File: config.mk
export PLATFORM = sky130hd
export DESIGN_NAME = fc_arbiter
export DESIGN_NICKNAME = d
export VERILOG_FILES = /design/src/rtl/fc_arbiter.sv
export SDC_FILE = /design/constraint.sdc
export NUM_CORES = 1
export LEC_CHECK = 0
export ABC_AREA = 1
export CAP_MARGIN = 10
export CORE_MARGIN = 2
export CORE_UTILIZATION = 41
export DETAILED_ROUTE_END_ITERATION = 10
export GPL_ROUTABILITY_DRIVEN = 0
export PLACE_DENSITY_LB_ADDON = 0.1
export SLEW_MARGIN = 20
export SYNTH_ARGS = -nofsm -noshare
export SYNTH_HDL_FRONTEND = slang
export SYNTH_SLANG_ARGS = --single-unit
File: constraint.sdc
create_clock -name clk -period 2.7 [get_ports clk]
set_input_delay 0.54 -clock clk [delete_from_list [all_inputs] [get_ports clk]]
set_output_delay 0.54 -clock clk [all_outputs]
set_load 0.05 [all_outputs]
File: src/rtl/fc_arbiter.sv
// Round-robin arbiter and pause generator that drains the input-class FIFOs
// into the single output FIFO. It grants at most one input pop per cycle,
// registers the push toward the output FIFO, and keeps a pause flag with
// hysteresis driven by the output FIFO status.
module fc_arbiter #(
    parameter int FIFO_COUNT = 5,
    parameter int DATA_WIDTH = 6
) (
    input  logic                                   clk,
    input  logic                                   rst,
    input  logic                                   enb,
    input  logic [FIFO_COUNT-2:0]                  empty_in,
    input  logic [(FIFO_COUNT-1)*DATA_WIDTH-1:0]   data_in,
    input  logic                                   out_almost_full,
    input  logic                                   out_almost_empty,
    input  logic                                   out_full,
    output logic [FIFO_COUNT-2:0]                  pop,
    output logic                                   push_out,
    output logic [DATA_WIDTH-1:0]                  data_out,
    output logic [FIFO_COUNT-2:0]                  continuar,
    output logic                                   pause,
    output logic [1:0]                             state
);

    // Number of input FIFOs; the output FIFO is the last index overall.
    localparam int N = FIFO_COUNT - 1;

    typedef enum logic [1:0] {
        ST_IDLE   = 2'd0,
        ST_ACTIVE = 2'd1,
        ST_PAUSE  = 2'd2
    } state_t;

    state_t                 state_reg;
    state_t                 state_next;
    logic [N-1:0]           ptr_reg;
    logic                   pause_reg;
    logic                   pause_next;
    logic                   push_reg;
    logic [DATA_WIDTH-1:0]  data_reg;

    logic [N-1:0]           req;
    logic [N-1:0]           grant;
    logic [N-1:0]           pop_int;
    logic                   pop_any;
    logic [DATA_WIDTH-1:0]  data_sel;
    logic                   pause_set;
    logic                   pause_clr;
    int                     ptr_idx;

    // Per-input request and enable bits: a request is a non-empty FIFO, and
    // every input is enabled exactly when the arbiter is not paused.
    genvar gi;
    generate
        for (gi = 0; gi < N; gi++) begin : g_bit
            assign req[gi]       = ~empty_in[gi];
            assign continuar[gi] = ~pause_reg;
        end
    endgenerate

    // Encode the one-hot grant pointer into an index.
    always_comb begin
        ptr_idx = 0;
        for (int i = 0; i < N; i++) begin
            if (ptr_reg[i]) begin
                ptr_idx = i;
            end
        end
    end

    // Round-robin search: first requesting input after the last grant, with wrap.
    always_comb begin
        grant = '0;
        for (int k = N; k >= 1; k--) begin
            if (req[(ptr_idx + k) % N]) begin
                grant = '0;
                grant[(ptr_idx + k) % N] = 1'b1;
            end
        end
    end

    // Pop is suppressed during reset, when disabled, paused, or output is full.
    assign pop_int = (rst && enb && !pause_reg && !out_full) ? grant : '0;
    assign pop_any = |pop_int;

    // Select the head word of the winning input.
    always_comb begin
        data_sel = '0;
        for (int i = 0; i < N; i++) begin
            if (grant[i]) begin
                data_sel = data_in[i*DATA_WIDTH +: DATA_WIDTH];
            end
        end
    end

    // Pause hysteresis: set on almost-full/full, clear on almost-empty, set wins.
    assign pause_set = out_almost_full | out_full;
    assign pause_clr = out_almost_empty & ~out_full;

    always_comb begin
        pause_next = pause_reg;
        if (pause_set) begin
            pause_next = 1'b1;
        end else if (pause_clr) begin
            pause_next = 1'b0;
        end
    end

    // Next-state logic: pause dominates, otherwise activity follows the pop.
    always_comb begin
        state_next = state_reg;
        if (enb) begin
            if (pause_next) begin
                state_next = ST_PAUSE;
            end else if (pop_any) begin
                state_next = ST_ACTIVE;
            end else begin
                state_next = ST_IDLE;
            end
        end
    end

    // State register.
    always_ff @(posedge clk or negedge rst) begin
        if (!rst) begin
            state_reg <= ST_IDLE;
        end else begin
            state_reg <= state_next;
        end
    end

    // Pointer, pause and push datapath registers; all frozen while disabled
    // except the push strobe, which drops so nothing is written twice.
    always_ff @(posedge clk or negedge rst) begin
        if (!rst) begin
            ptr_reg   <= N'(1) << (N - 1);
            pause_reg <= 1'b0;
            push_reg  <= 1'b0;
            data_reg  <= '0;
        end else if (enb) begin
            pause_reg <= pause_next;
            push_reg  <= pop_any;
            if (pop_any) begin
                ptr_reg  <= pop_int;
                data_reg <= data_sel;
            end
        end else begin
            push_reg <= 1'b0;
        end
    end

    assign pop      = pop_int;
    assign push_out = push_reg;
    assign data_out = data_reg;
    assign pause    = pause_reg;
    assign state    = state_reg;

endmodule

-- Word-level counts from Yosys, hierarchy flattened
Index checks and enable logic that the tools add are counted.
Widths: inputs -> output; s select.
- add/subtract/negate cells: 4
- order comparisons: 8
- mux-type cells: 37
- bitwise logic cells: 12
- reduce and logical (&&, ||, !) cells: 15
- operators with widths (operator ; count):
    $add 32x3->32 const B ; 2
    $add 32x2->32 const B ; 1
    $add 32x4->32 const B ; 1
    $mux 32 ; 1
    $mux 6 ; 4
    $mux 4 ; 5
    $mux 1 ; 17
    $lt 3x4->1 const B ; 4
    $ge 3x1->1 const B ; 4
    $bmux 1 s2 ; 4
    $demux 1 s2 ; 4
    $reduce_or 2->1 ; 4
    $logic_and 1x1->1 ; 7
    $not 1->1 ; 6
    $and 1x1->1 ; 5
    $mux 2 ; 2
    $reduce_or 4->1 ; 1
    $logic_not 1->1 ; 2
    $reduce_and 2->1 ; 1
    $or 1x1->1 ; 1
- register bits: 14
- input bits: 34
- output and inout bits: 18
- word-level logic and storage cells: 81

-- Logic depth before layout (Yosys ltp)
Gate-level depths: netlist of run 1.
- depth after elaboration: 18
- mapped depth: 18
- depth with buffers taken out: 18

-- Worst setup path after synthesis of run 1
No wires, ideal clock.
- kind: register -> output
- start: reg ptr_reg[3]
- end: out pop[3]
- arrival time: 1969 ps
- required time: 2160 ps
- slack: 191 ps
- cell stages (with the launch flop): 14
- buffers on the path: 1
- path through: dfstp_2 -> inv_2 -> nand3_1 -> nand3_2 -> nand2_2 -> nand3_1 -> o21ai_1 -> nand2_1 -> nand2_1 -> nand2_1 -> nand2_2 -> nand2_2 -> buf_4 -> inv_1
- word-level cells in the longest chain between the ends: 13
- elaborated cells on any way between the ends: 50
- those cells by class: add/sub: 4; order compare: 8; mux: 26; bitwise: 4; reduce/logical: 8
- ends and longest elaborated chain (what ; line ; source):
    from (decl) ; 36 ; logic [N-1:0] ptr_reg;
    from (signal assigned) ; 136 ; ptr_reg <= N'(1) << (N - 1);
    from (signal assigned) ; 144 ; ptr_reg <= pop_int;
    $mux 32 * ; 65 ; if (ptr_reg[i]) begin
    $add 32x4->32 ; 75, 77 ;
    $reduce_or 2->1 (no line) ; - ;
    $and 1x1->1 (no line) ; - ;
    $lt 3x4->1 (implied by the code) or $ge 3x1->1 (tied branches) ; 77 ; grant[(ptr_idx + k) % N] = 1'b1;
    $logic_and 1x1->1 (implied by the code) ; 77 ;
    $mux 1 (implied by the code) ; 77 ;
    $demux 1 s2 ; 77 ;
    $mux 4 (3 in a row) ; 75 ; if (req[(ptr_idx + k) % N]) begin
    $mux 4 * ; 75 ;
    $mux 4 * ; 83 ; assign pop_int = (rst && enb && !pause_reg && !out_full) ? grant : '0;
    to (decl) ; 17 ; output logic [FIFO_COUNT-2:0] pop,
Mark *: on every way between the ends. The rest lies on a longest branch, timed or not. The select of a mux whose other input is x is not followed.

-- Worst setup path after layout of run 1
Same ends and word-level chain as after synthesis.

==> impl_summary.txt, run 1 <==
----------------------------------------------------
[Run status]
  Outcome ... finished, final reports clean

[Pwr]
  Share of total power in combinational logic ... 0.820
  Sw frac ... 0.562
  Switching component of the power ... 1.45 mW
  Power density relative to cell area ... 1380 mW/mm2
  Peak supply drop ... 0.905 mV
  Clock power share ... 0.056
  Power share of the sequential group ... 0.125
  Leakage power summed over all cells ... 1.01 nW
  Internal power contribution ... 1.13 mW

[Setup path]
  Critical Path Source ... ptr_reg[3]
  CP max FO ... 8
  Type of element launching the critical path ... flip-flop
  CP dominant cell by count ... sky130_fd_sc_hd__nand2_1
  RR Startpoint ... ptr_reg[3]
  Critical path data required time ... 2.16 ns
  Crit-path max cell delay ... 0.62 ns
  Cell type of the slowest stage on the worst timing path ... sky130_fd_sc_hd__dfstp_2
  Crit-path cells ... inv_4 -> nand3_1 -> nand3_1 -> nand2_1 -> nand3_1 -> o21ai_1 -> nand2_1 -> nand2_1 -> nand2_1 -> nand2_2 -> nand2_2 -> inv_2 -> buf_12
  Arrival time of data at the critical path endpoint ... 2.05 ns
  Crit path capture type ... output port
  Startpoint-to-endpoint class of the critical path ... reg -> out

[STA]
  Worst-margin pin slew ... 0.507 ns
  Final critical-path share of the clock period ... 0.961
  Worst Hold Slack ... 0.483 ns
  Rel. slew slack ... 0.661
  Final Max Tran Viols ... 0
  Finish-stage setup viols ... 0
  Total negative slack for setup checks ... 0 ns
  Clock tree skew after final layout ... 0.00604 ns
  Final Critical Period ... 2.59 ns
  Final Hold Violating Endpoints ... 0
  F_max ... 385 MHz

[Clock tree]
  Master cell of the clock root buffer ... sky130_fd_sc_hd__clkbuf_4
  CTS tree ... yes
  Number of CTS-inserted buffers ... 3
  Deepest clock path buffer count ... 2
  Latest clock arrival within the worst-skew pair ... 0.27 ns
  Hold-fix buffers at CTS ... 0
  Number of H-tree levels ... 1
  Sink Count ... 12
  Post-CTS clock slew at the launch and capture registers of the worst setup and hold paths ... 0.08 ns

[Synth]
  Cell accounting for the most synthesized area ... sky130_fd_sc_hd__dfrtp_1
  Leading register cell type out of synthesis ... sky130_fd_sc_hd__dfrtp_1
  Sequential area share after synthesis ... 0.264
  Post-synthesis xor/xnor area fraction ... 0
  Distinct cell type count after synthesis ... 19
  Total of warnings raised by yosys ... 0
  Synthesized-area fraction occupied by adder cells ... 0
  Post-synth top area share ... 0.241
  Fraction of synthesized area in multiplexers ... 0
  Syn Area/Cell ... 6.08 um2
  Largest cells by area after synthesis ... sky130_fd_sc_hd__dfrtp_1 (24%), sky130_fd_sc_hd__nand2_1 (22%), sky130_fd_sc_hd__nand3_1 (14%)
  Main combinational cell family by area after synthesis ... simple AND/OR/NAND/NOR gates
  Count of state elements after synthesis ... 12
  Simple-gate share of the synthesized area ... 0.583
  Cell area after technology mapping ... 0.00114 mm2
  Post-synthesis cell count ... 188
  FFs w/ async S/R, synth ... 1.00
  Synthesized net count ... 222
  Number of synthesized flops with an enable pin ... 0
  Area fraction in compound gates after synthesis ... 0.0350

[Floorplanning]
  Die H ... 56.8 um
  I/O pin count ... 52
  Placement row count ... 19
  Die extent in x ... 56.8 um
  Total core area ... 0.00271 mm2
  Die ar. ... 0.00323 mm2
  Starting Density ... 0.422

[Finish]
  Max reg flops ... 6
  Share of cells above drive strength 1 ... 0.221
  Nets@finish ... 284
  P&R area growth vs syn ... 63.2%
  Number of antenna repair diodes ... 0

[Routing]
  Number of detailed-routing iterations run before antenna repair ... 4
  Post-detailed-route DRC marker count ... 0
  Drt via density ... 4.96
  Per-cell routed wire length ... 11.7 um
  Via total after detailed routing ... 1390
  Final ANT Viol Nets ... 0
  Number of DRC markers in iteration 0 ... 59
  Post-detailed-routing wire length ... 3270 um

[Global routing]
  Antenna violations before repair ... 0
  Maximum number of pins on one net before global-route repair ... 13
  First-pass GRT wire length ... 5410 um
  Number of global-route vias before repair ... 1339
  Overflow left after global routing ... 0
  Overall Global Routing Usage ... 0.204

[Place]
  Post-detail-place hpwl ... 2570 um
  Buffers on Ports ... 51

[Job]
  Max-cap check violation count ... 0

[Min path]
  Path class of the lowest-slack min-delay path ... reg -> reg
  Launch point of the worst hold path ... state[0]

----------------------------------------------------
-- worst max-delay path: cells and delay by family (launching register included) --
| kind | cells | cell delay (ns) |
|---|---|---|
| AND/OR/NAND/NOR | 9 | 0.78 |
| AO/OA/AOI/OAI | 1 | 0.08 |
| flip-flops | 1 | 0.62 |
| buffers and inverters | 3 | 0.29 |
-- cells in the final DEF (no fill, tap or decap), drive strengths merged --
cell type / instances
nor3: 1
nand3: 34
dfrtp: 11
clkdlybuf4s50: 45
buf: 15
dfstp: 1
o21ai: 4
a21oi: 1
inv: 26
clkbuf: 4
nand2: 82
dlymetal6s2s: 2
nor2: 22
o31ai: 1
-- power groups by stage --
stage          clock, mW  combinational [mW]  sequential (mW)
2_1_floorplan          0                1.20            0.496
3_3_place_gp           0                1.90            0.321
3_5_place_dp           0                1.93            0.321
4_1_cts            0.148                1.94            0.319
5_1_grt            0.158                2.33            0.329
6_report           0.143                2.11            0.321
-- path summary, 6_finish.rpt --
path                          endpoint  slack [ns]  depth (start not counted)
max in group asynchronous   ptr_reg[3]        1.88                          2
setup / recovery                pop[3]        0.11                         13
hold reg to reg               state[0]        0.48                          2
min in group asynchronous  data_out[3]        0.60                          2
hold / removal                state[0]        0.48                          2
setup reg to reg           data_out[5]        0.46                         14
-- synth_stat cells, types with 2 or more instances --
cell type	instances
sky130_fd_sc_hd__nand2_1	68
sky130_fd_sc_hd__nand3_1	31
sky130_fd_sc_hd__inv_1	22
sky130_fd_sc_hd__nor2_1	19
sky130_fd_sc_hd__dfrtp_1	11
sky130_fd_sc_hd__nand2_2	10
sky130_fd_sc_hd__buf_4	5
sky130_fd_sc_hd__inv_2	4
sky130_fd_sc_hd__nand2_4	4
sky130_fd_sc_hd__nand3_2	3
sky130_fd_sc_hd__nor2_4	2
sky130_fd_sc_hd__o21ai_1	2
-- per-layer routing --
metal / GRT usage / part of all wire / vias to the layer above
met3: 0.0438 / 0.074 / 5
met5: 0 / 0 / -
met4: 0.0365 / 0.0070 / 0
li1: - / - / 704
met1: 0.238 / 0.40 / 618
met2: 0.384 / 0.52 / 63
-- what timing repair did --
item,4_1_cts,5_1_grt
resized for setup,0,16
buffers inserted,0,4
setup endpoints to repair,0,4
-- cell families (layout without fill, tap and decap cells) --
logic type	after synthesis	in the layout
compound gates	6	6
buf+inv	31	92
flops	12	12
simple gates	139	139
-- area by class of cell --
class                           count  area (um2)
Clock buffer                        4        36.3
Fill cell                         231         843
Inverter                           26         100
Multi-Input combinational cell    145         752
Sequential cell                    12         302
Tap cell                           31        38.8
Timing Repair Buffer               62         638
-- per-stage QoR --
step                       util  cell area [um2]  setup slack [ns]  power, mW  std cells
final                     0.689             1870             0.106       2.57        280
after global routing      0.689             1870           -0.0252       2.82        280
after detailed placement  0.645             1750            0.0227       2.25        272
after global placement    0.645             1750            0.0770       2.23        272
after CTS                 0.658             1780            0.0131       2.41        276
after floorplan               -             1140             0.191       1.70        188
(Power assumes the default switching activity.)
==> run 2: changes to the inputs <==
--- a/config.mk
+++ b/config.mk
@@ -7,8 +7,10 @@
 export LEC_CHECK = 0
 export ABC_AREA = 1
 export CAP_MARGIN = 10
+export CELL_PAD_IN_SITES_DETAIL_PLACEMENT = 1
+export CELL_PAD_IN_SITES_GLOBAL_PLACEMENT = 2
 export CORE_MARGIN = 2
-export CORE_UTILIZATION = 41
+export CORE_UTILIZATION = 20
 export DETAILED_ROUTE_END_ITERATION = 10
 export GPL_ROUTABILITY_DRIVEN = 0
 export PLACE_DENSITY_LB_ADDON = 0.1
==> run 2 against run 1 <==
Combinational power grew 6%. Hold slack gained 0.0048 ns. Final area grew 6.2%. Critical path depth shrank 1. Cell count grew 15%. Worst setup slack gained 0.025 ns. Wire length grew 24%. First-iteration DRC count shrank 14%. Non-clock buffer count grew 2. Highest routed layer unchanged.
==> impl_summary.txt, run 2 (same netlist as run 1, synthesis figures left out) <==
----------------------------------------------------
[Global routing]
  Maximum number of pins on one net before global-route repair ... 13 (unchanged)
  Overflow left after global routing ... 0 (unchanged)
  Number of global-route vias before repair ... 1336 (-0.22%)
  Overall Global Routing Usage ... 0.127 (-0.0772)
  First-pass GRT wire length ... 6400 um (+18%)
  Antenna violations before repair ... 0 (unchanged)

[Routing]
  Number of DRC markers in iteration 0 ... 51 (-14%)
  Post-detailed-routing wire length ... 4040 um (+24%)
  Final ANT Viol Nets ... 0 (unchanged)
  Number of detailed-routing iterations run before antenna repair ... 3 (-1)
  Per-cell routed wire length ... 12.5 um (+7.3%)
  Post-detailed-route DRC marker count ... 0 (unchanged)
  Drt via density ... 4.18 (-16%)
  Via total after detailed routing ... 1349 (-2.9%)

[Pwr]
  Power density relative to cell area ... 1390 mW/mm2 (+0.50%)
  Power, Total ... 2.75 mW (+6.7%)
  Leakage power summed over all cells ... 1.04 nW (+3.2%)
  Peak supply drop ... 0.728 mV (-20%)

[Clock tree]
  CTS tree ... yes
  Deepest clock path buffer count ... 2 (unchanged)
  Latest clock arrival within the worst-skew pair ... 0.24 ns (-0.03 ns)
  Hold-fix buffers at CTS ... 0 (unchanged)
  Number of CTS-inserted buffers ... 3 (unchanged)
  Number of H-tree levels ... 1 (unchanged)
  Master cell of the clock root buffer ... sky130_fd_sc_hd__clkbuf_8
  Sink Count ... 12 (unchanged)
  Post-CTS clock slew at the launch and capture registers of the worst setup and hold paths ... 0.05 ns (-0.03 ns)

[Finish]
  Top library cells by usage in the layout, fill and taps aside ... sky130_fd_sc_hd__nand2_1 (63), sky130_fd_sc_hd__clkdlybuf4s50_1 (44), sky130_fd_sc_hd__nand3_1 (29), sky130_fd_sc_hd__inv_1 (20), sky130_fd_sc_hd__nor2_1 (19)
  Nets@finish ... 286 (+0.70%)
  Number of antenna repair diodes ... 0 (unchanged)
  Max reg flops ... 6 (unchanged)
  Share of cells above drive strength 1 ... 0.231 (+0.0102)
  P&R area growth vs syn ... 73.3%
  Count of placed standard cells in the final layout, fillers left out ... 323 (+15%)
  Area of the multi-input gates ... 766 um2 (+1.8%)
  Number of filler cells placed in the layout ... 698 (+200%)
  Most common cell after layout, fill and taps aside ... sky130_fd_sc_hd__nand2_1
  Total area of sequential cells ... 303 um2 (+0.41%)

[STA]
  Finish-stage setup viols ... 0 (unchanged)
  Final critical-path share of the clock period ... 0.952 (-0.00920)
  Final Max Tran Viols ... 0 (unchanged)
  Rel. slew slack ... 0.662 (about the same)
  Final Hold Violating Endpoints ... 0 (unchanged)
  F_max ... 389 MHz (+0.97%)
  Clock tree skew after final layout ... 0.00274 ns (-0.00330 ns)
  Final Critical Period ... 2.57 ns (-0.0248 ns)
  Worst-margin pin slew ... 0.506 ns (-0.000813 ns)

[Setup path]
  Register-to-Register Setup Slack ... 0.47 ns (about the same)
  CP max FO ... 7 (-1)
  Type of element launching the critical path ... flip-flop
  Critical path data required time ... 2.16 ns (about the same)
  Startpoint-to-endpoint class of the critical path ... reg -> out
  Arrival time of data at the critical path endpoint ... 2.03 ns (-0.02 ns)
  Crit path capture type ... output port

[Floorplanning]
  Die extent in x ... 79.6 um (+40%)
  Placement row count ... 27 (+8)
  Starting Density ... 0.208 (-0.214)
  Total core area ... 0.00551 mm2 (+100%)
  I/O pin count ... 52 (unchanged)
  Die H ... 79.6 um (+40%)
  Die ar. ... 0.00634 mm2 (+96%)

[Min path]
  Path class of the lowest-slack min-delay path ... reg -> reg

[Place]
  Post-detail-place hpwl ... 3280 um (+28%)
  # placed instances ... 316 (+16%)
  Buffers on Ports ... 51 (unchanged)

[Job]
  Max-cap check violation count ... 0 (unchanged)

[Run status]
  Outcome ... finished, final reports clean

----------------------------------------------------
## run 2: worst max-delay path: stages, from the launching register on
cell and delay, ns:
sky130_fd_sc_hd__dfstp_2 0.63, sky130_fd_sc_hd__nor2_4 0.09, sky130_fd_sc_hd__nand2_2 0.11, sky130_fd_sc_hd__nand2_2 0.07
sky130_fd_sc_hd__nand3_4 0.11, sky130_fd_sc_hd__buf_4 0.12, sky130_fd_sc_hd__nand3_1 0.08, sky130_fd_sc_hd__nand2_1 0.08
sky130_fd_sc_hd__nand2_1 0.05, sky130_fd_sc_hd__nand2_1 0.07, sky130_fd_sc_hd__nand2_2 0.08, sky130_fd_sc_hd__nor2_4 0.15
sky130_fd_sc_hd__buf_12 0.15
## run 2: layout make-up
type,count,area share
Multi-Input combinational cell,145,0.386
Tap cell,72,0.0455
Clock buffer,4,0.0278
Timing Repair Buffer,64,0.337
Inverter,26,0.0505
Sequential cell,12,0.153
## run 2: stage by stage
stage               TNS (ns)  hold WS [ns]  worst slack, ns  instance area (um2)  utilization
CTS                        0         0.494           0.0107                 1890        0.343
finish                     0         0.488            0.131                 1980        0.360
detailed placement         0         0.468           0.0144                 1830        0.333
floorplan                  0         0.244            0.191                 1140            -
global placement           0         0.468           0.0498                 1830        0.333
global route         -0.0108         0.509          -0.0103                 1980        0.360
## run 2: power by group
group	internal, mW	switching [mW]
Combinational	0.817	1.41
Clock	0.129	0.0634
Sequential	0.261	0.0649
Total	1.21	1.54
## run 2: path summary, 6_finish.rpt
check	startpoint	end	cells after the start
setup / recovery	ptr_reg[3]	pop[2]	12
hold / removal	state[0]	state[0]	2
min in group asynchronous	rst	state[0]	2
hold reg to reg	state[0]	state[0]	2
max in group asynchronous	rst	ptr_reg[3]	2
setup reg to reg	ptr_reg[3]	data_out[1]	18
## run 2: repair_timing
| action | CTS | global route |
|---|---|---|
| endpoints found under the setup margin | 0 | 4 |
| gates resized for setup | 0 | 19 |
| buffers inserted | 0 | 3 |
## run 2: per-layer routing
metal  GRT usage  wire (um)
met5           0          0
met4      0.0259         20
met1       0.183       1930
met3      0.0170        115
met2       0.202       1970
==> RTL edit 1, RTL diff (settings of run 2) <==
Make the reset (`rst`) synchronous in 2 clocked blocks.
--- a/src/rtl/fc_arbiter.sv
+++ b/src/rtl/fc_arbiter.sv
@@ -123,3 +123,3 @@
     // State register.
-    always_ff @(posedge clk or negedge rst) begin
+    always_ff @(posedge clk) begin
         if (!rst) begin
@@ -133,3 +133,3 @@
     // except the push strobe, which drops so nothing is written twice.
-    always_ff @(posedge clk or negedge rst) begin
+    always_ff @(posedge clk) begin
         if (!rst) begin
Formal check against the unedited RTL: differs if rst is asserted again (counterexample within 4 cycles, from zero or initial values and one cycle with rst low); with rst held inactive, the same outputs for 4 cycles.
==> RTL edit 1 against run 2 <==
  * Routed wire length increased by 3.9%
  * Sequential cell count unchanged
  * Clock power fell by 16%
  * Highest routed layer unchanged
  * Synthesized cell count is 19% higher
  * Critical path type is now in -> out
  * Power fell by 24%
  * First-iteration DRC count decreased by 63%
  * Area after synthesis rose by 12%
  * Critical endpoint is now pop[1]
  * Setup slack lost 56 ps
  * Non-clock buffer count rose by 5
  * Final area rose by 7.8%
==> RTL edit 1: results (changes against run 2) <==
\begin{tabular}{lr}
\hline
Metric & Value \\
\hline
\multicolumn{2}{l}{\textbf{Run status}} \\
Result of the run & finished, final reports clean (unchanged) \\
\multicolumn{2}{l}{\textbf{Logic synthesis}} \\
Fraction of synthesis flops using an asynchronous set or reset pin & 0 (was 1.00) \\
Share of the yosys chip area belonging to registers & 0.187 (was 0.264) \\
Dominant cell type by area after synthesis & dfxtp\_1 (was dfrtp\_1) \\
Top cell types by occurrence after synthesis & 47 x nand2\_1, 41 x nor2\_1, 33 x inv\_1 (was 68 x nand2\_1, 31 x nand3\_1, 22 x inv\_1) \\
Adder-Cell Fraction of Synth Area & 0.0390 (was 0) \\
Top cells by area in the synthesized netlist & dfxtp\_1 19\%, nand2\_1 14\%, nor2\_1 12\% (was dfrtp\_1 24\%, nand2\_1 22\%, nand3\_1 14\%) \\
\multicolumn{2}{l}{\textbf{Pwr}} \\
Net switching power & 0.00113 W (was 0.00154 W) \\
Leakage & 1.06 nW (was 1.04 nW) \\
Worst vdd rail ir drop & 0.404 mV (was 0.728 mV) \\
Power attributed to sequential cells & 0.000274 W (was 0.000326 W) \\
\multicolumn{2}{l}{\textbf{Cells and area}} \\
Fillcell total & 806 (was 698) \\
Final \#Nets & 327 (was 286) \\
Share of final-layout standard cells stronger than drive strength 1 & 0.254 (was 0.231) \\
Synth-to-Final Area Change & 66.4\% (was 73.3\%) \\
\multicolumn{2}{l}{\textbf{Global routing}} \\
Overall routing resource usage & 0.120 (was 0.127) \\
Number of global-route vias before repair & 1431 (was 1336) \\
First-pass GRT wire length & 7010 µm (was 6400 µm) \\
\multicolumn{2}{l}{\textbf{Detailed routing}} \\
Iteration count of the initial detailed-routing pass & 4 (was 3) \\
Via Count & 1486 (was 1349) \\
Wirelength per Cell & 11.5 µm (was 12.5 µm) \\
Count of routing violations after the opening detailed-route iteration & 19 (was 51) \\
\multicolumn{2}{l}{\textbf{Timing}} \\
Slew headroom & 0.668 (was 0.662) \\
\multicolumn{2}{l}{\textbf{Placed design}} \\
Post-DP HPWL & 3480 µm (was 3280 µm) \\
\multicolumn{2}{l}{\textbf{Critical path}} \\
Gate family responsible for the most delay along the worst path & buffers and inverters (was simple AND/OR/NAND/NOR gates) \\
Biggest fanout along the worst timing path & 5 (was 7) \\
Endpoint arrival time on the critical path & 2080 ps (was 2030 ps) \\
Slowest cell on crit path & clkdlybuf4s50\_1 (was dfstp\_2) \\
CP peak stage delay & 480 ps (was 630 ps) \\
\hline
\end{tabular}
==> RTL edit 1: cell types whose count changed after synthesis, sizes merged, moves of 4 or more <==
cell / before / now
o21ai: 4 / 13
o21bai: 0 / 6
clkinv: 0 / 4
nor2: 22 / 43
dfxtp: 0 / 12
inv: 26 / 36
dfrtp: 11 / 0
nand2: 82 / 66
buf: 5 / 9
nand3: 34 / 26
ha: 0 / 4
==> RTL edit 1: path summary, 6_finish.rpt <==
path	startpoint	slack [ps]	cells past startpoint	endpoint
worst max-delay path	empty_in[3]	80	12	pop[1]
worst min-delay path	state[0]	470	2	state[0]
worst max register to register	ptr_reg[3]	330	20	data_out[1]
worst min register to register	state[0]	470	2	state[0]
==> RTL edit 1: repair_timing <==
action / 4_1_cts / 5_1_grt
buffers inserted: 0 / 3
hold buffers: 0 / 0
pin swaps: 0 / 6
endpoints found under the setup margin: 4 / 4
resized for setup: 5 / 23
==> RTL edit 1: cell type report <==
type | instances | share of cell area
clock buffers | 3 | 0.0193
inverters | 40 | 0.0703
multi-input cells | 163 | 0.421
flip-flops and latches | 12 | 0.117
well taps | 77 | 0.0451
repair buffers | 69 | 0.328
==> RTL edit 1: metrics by stage <==
step	hold WS (ps)	setup slack, ps	cells	total power [W]
after CTS	474	5.97	361	0.00204
after global placement	468	-30.1	358	0.00187
final	468	75.0	364	0.00209
after floorplan	464	236	224	0.00137
after detailed placement	466	7.62	358	0.00186
after global routing	495	-19.2	364	0.00232
==> RTL edit 1: routing by layer <==
layer,GRT usage,vias up,share of wire
li1,-,805,-
met2,0.184,33,0.45
met5,0,-,0
met1,0.179,644,0.51
met4,0.0308,0,0.0071
met3,0.0138,4,0.038
==> RTL edit 2, RTL diff (config.mk and constraints of run 2) <==
Without the edit above. The parameter `DATA_WIDTH` goes from 6 to 7.
--- a/src/rtl/fc_arbiter.sv
+++ b/src/rtl/fc_arbiter.sv
@@ -6,3 +6,3 @@
     parameter int FIFO_COUNT = 5,
-    parameter int DATA_WIDTH = 6
+    parameter int DATA_WIDTH = 7
 ) (
Ports: changed (resized data_in and data_out); port bits go from 52 to 57. No check against the original RTL was run, so the function may have changed too.
==> RTL edit 2 against run 2 <==
  * Clock power is 10% lower
  * Area after synthesis up 10%
  * Worst hold slack got worse by 4.9 ps
  * Sequential cell count is 1 higher
  * Sequential share of layout area is 0.35 points lower
  * Routed wire length up 3.9%
  * Via count rose by 9.0%
  * Final area grew 10%
  * Power rose by 18%
  * Setup slack lost 34 ps
==> RTL edit 2: results (changes against run 2) <==
\begin{tabular}{lr}
\hline
Metric & Value \\
\hline
\multicolumn{2}{l}{\textbf{Timing}} \\
Worst setup skew after layout & 2.65 ps (was 2.74 ps) \\
Slew @ Worst Pin & 518 ps (was 506 ps) \\
WHS & 483 ps (was 488 ps) \\
\multicolumn{2}{l}{\textbf{Placed design}} \\
Post-DP HPWL & 3440 µm (was 3280 µm) \\
Setup WS pre-CTS & 28.6 ps (was 14.4 ps) \\
Number of buffer cells added on primary ports & 56 (was 51) \\
Placement Cell Area & 0.00200 mm² (was 0.00183 mm²) \\
Placed cells & 343 (was 316) \\
\multicolumn{2}{l}{\textbf{Global routing}} \\
Overall routing resource usage & 0.120 (was 0.127) \\
Number of global-route vias before repair & 1571 (was 1336) \\
Pin count of the biggest net entering global routing & 18 (was 13) \\
First-pass GRT wire length & 7060 µm (was 6400 µm) \\
\multicolumn{2}{l}{\textbf{Run status}} \\
Result of the run & finished, final reports clean (unchanged) \\
\multicolumn{2}{l}{\textbf{Critical path}} \\
Reg-to-reg endpoint & data\_out[6] (was data\_out[1]) \\
Endpoint arrival time on the critical path & 2060 ps (was 2030 ps) \\
Reg2reg setup slack & 270 ps (was 470 ps) \\
CP peak stage delay & 560 ps (was 630 ps) \\
Number of cells on the worst reg-to-reg path & 19 (was 18) \\
\multicolumn{2}{l}{\textbf{Logic synthesis}} \\
Top flip-flop cell by instance count after synthesis & dfrtp\_1 (unchanged) \\
Post-Synthesis Cells & 207 (was 188) \\
Share of the yosys chip area belonging to registers & 0.259 (was 0.264) \\
Top cells by area in the synthesized netlist & dfrtp\_1 24\%, nand2\_1 22\%, inv\_1 9.5\% (was dfrtp\_1 24\%, nand2\_1 22\%, nand3\_1 14\%) \\
Top cell types by occurrence after synthesis & 74 x nand2\_1, 32 x inv\_1, 18 x nand3\_1 (was 68 x nand2\_1, 31 x nand3\_1, 22 x inv\_1) \\
Synthesized netlist net count & 249 (was 222) \\
Number of distinct standard cells referenced by the synthesized netlist & 21 (was 19) \\
\multicolumn{2}{l}{\textbf{Cells and area}} \\
Fillcell total & 763 (was 698) \\
Share of final-layout standard cells stronger than drive strength 1 & 0.239 (was 0.231) \\
Max reg flops & 7 (was 6) \\
Post-Layout Cell Count & 351 (was 323) \\
\multicolumn{2}{l}{\textbf{Detailed routing}} \\
Total detailed-routing wirelength & 4200 µm (was 4040 µm) \\
Via Count & 1471 (was 1349) \\
Count of routing violations after the opening detailed-route iteration & 24 (was 51) \\
Iteration count of the initial detailed-routing pass & 4 (was 3) \\
\multicolumn{2}{l}{\textbf{Pwr}} \\
Leakage & 1.15 nW (was 1.04 nW) \\
Worst vdd rail ir drop & 0.565 mV (was 0.728 mV) \\
\multicolumn{2}{l}{\textbf{Hold path}} \\
Worst-case hold path end point & data\_out[6] (was state[0]) \\
Worst Min Path Start & data\_out[6] (was state[0]) \\
\hline
\end{tabular}
[RTL edit 2: routing by layer]
metal	wire length, µm	part of all wire	GRT usage
met1	1830	0.44	0.147
met2	2180	0.52	0.222
met3	175	0.042	0.0209
met4	14	0.0033	0.0176
met5	0	0	0
[RTL edit 2: timing repair]
| action | 4_1_cts | 5_1_grt |
|---|---|---|
| pin swaps | 1 | 11 |
| resized for setup | 6 | 26 |
| endpoints found under the setup margin | 4 | 4 |
| buffers inserted | 0 | 4 |
[RTL edit 2: logic make-up after synthesis]
group                      count (synthesis)  share of synthesized area
AOI/OAI and AO/OA                         23                     0.0952
and+or+nand+nor                          128                      0.471
buffers and inverters                     39                      0.135
adders and majority gates                  4                     0.0397
DFF                                       13                      0.259
[RTL edit 2: report_power, final]
group	switching, W	leakage (nW)	internal (W)
clock	0.0000676	0.0228	0.000104
sequential	0.0000483	0.164	0.000273
combinational	0.00171	0.963	0.00104
[RTL edit 2: layout make-up]
| type | instances | area [µm²] | area share |
|---|---|---|---|
| inverter | 33 | 129 | 0.0589 |
| timing repair buffer | 71 | 726 | 0.332 |
| sequential | 13 | 327 | 0.149 |
| clock buffer | 4 | 45.0 | 0.0206 |
| tap | 75 | 93.8 | 0.0429 |
| multi-input combinational | 155 | 867 | 0.396 |
[RTL edit 2: worst max path at each step]
stage,startpoint,to,slack (ps),depth (start not counted)
floorplan,ptr_reg[3],pop[3],50,13
global placement,empty_in[3],pop[0],50,12
detailed placement,empty_in[3],pop[0],30,12
CTS,ptr_reg[3],pop[0],-2,15
global route,ptr_reg[2],pop[0],-10,16
finish,ptr_reg[3],pop[1],100,15
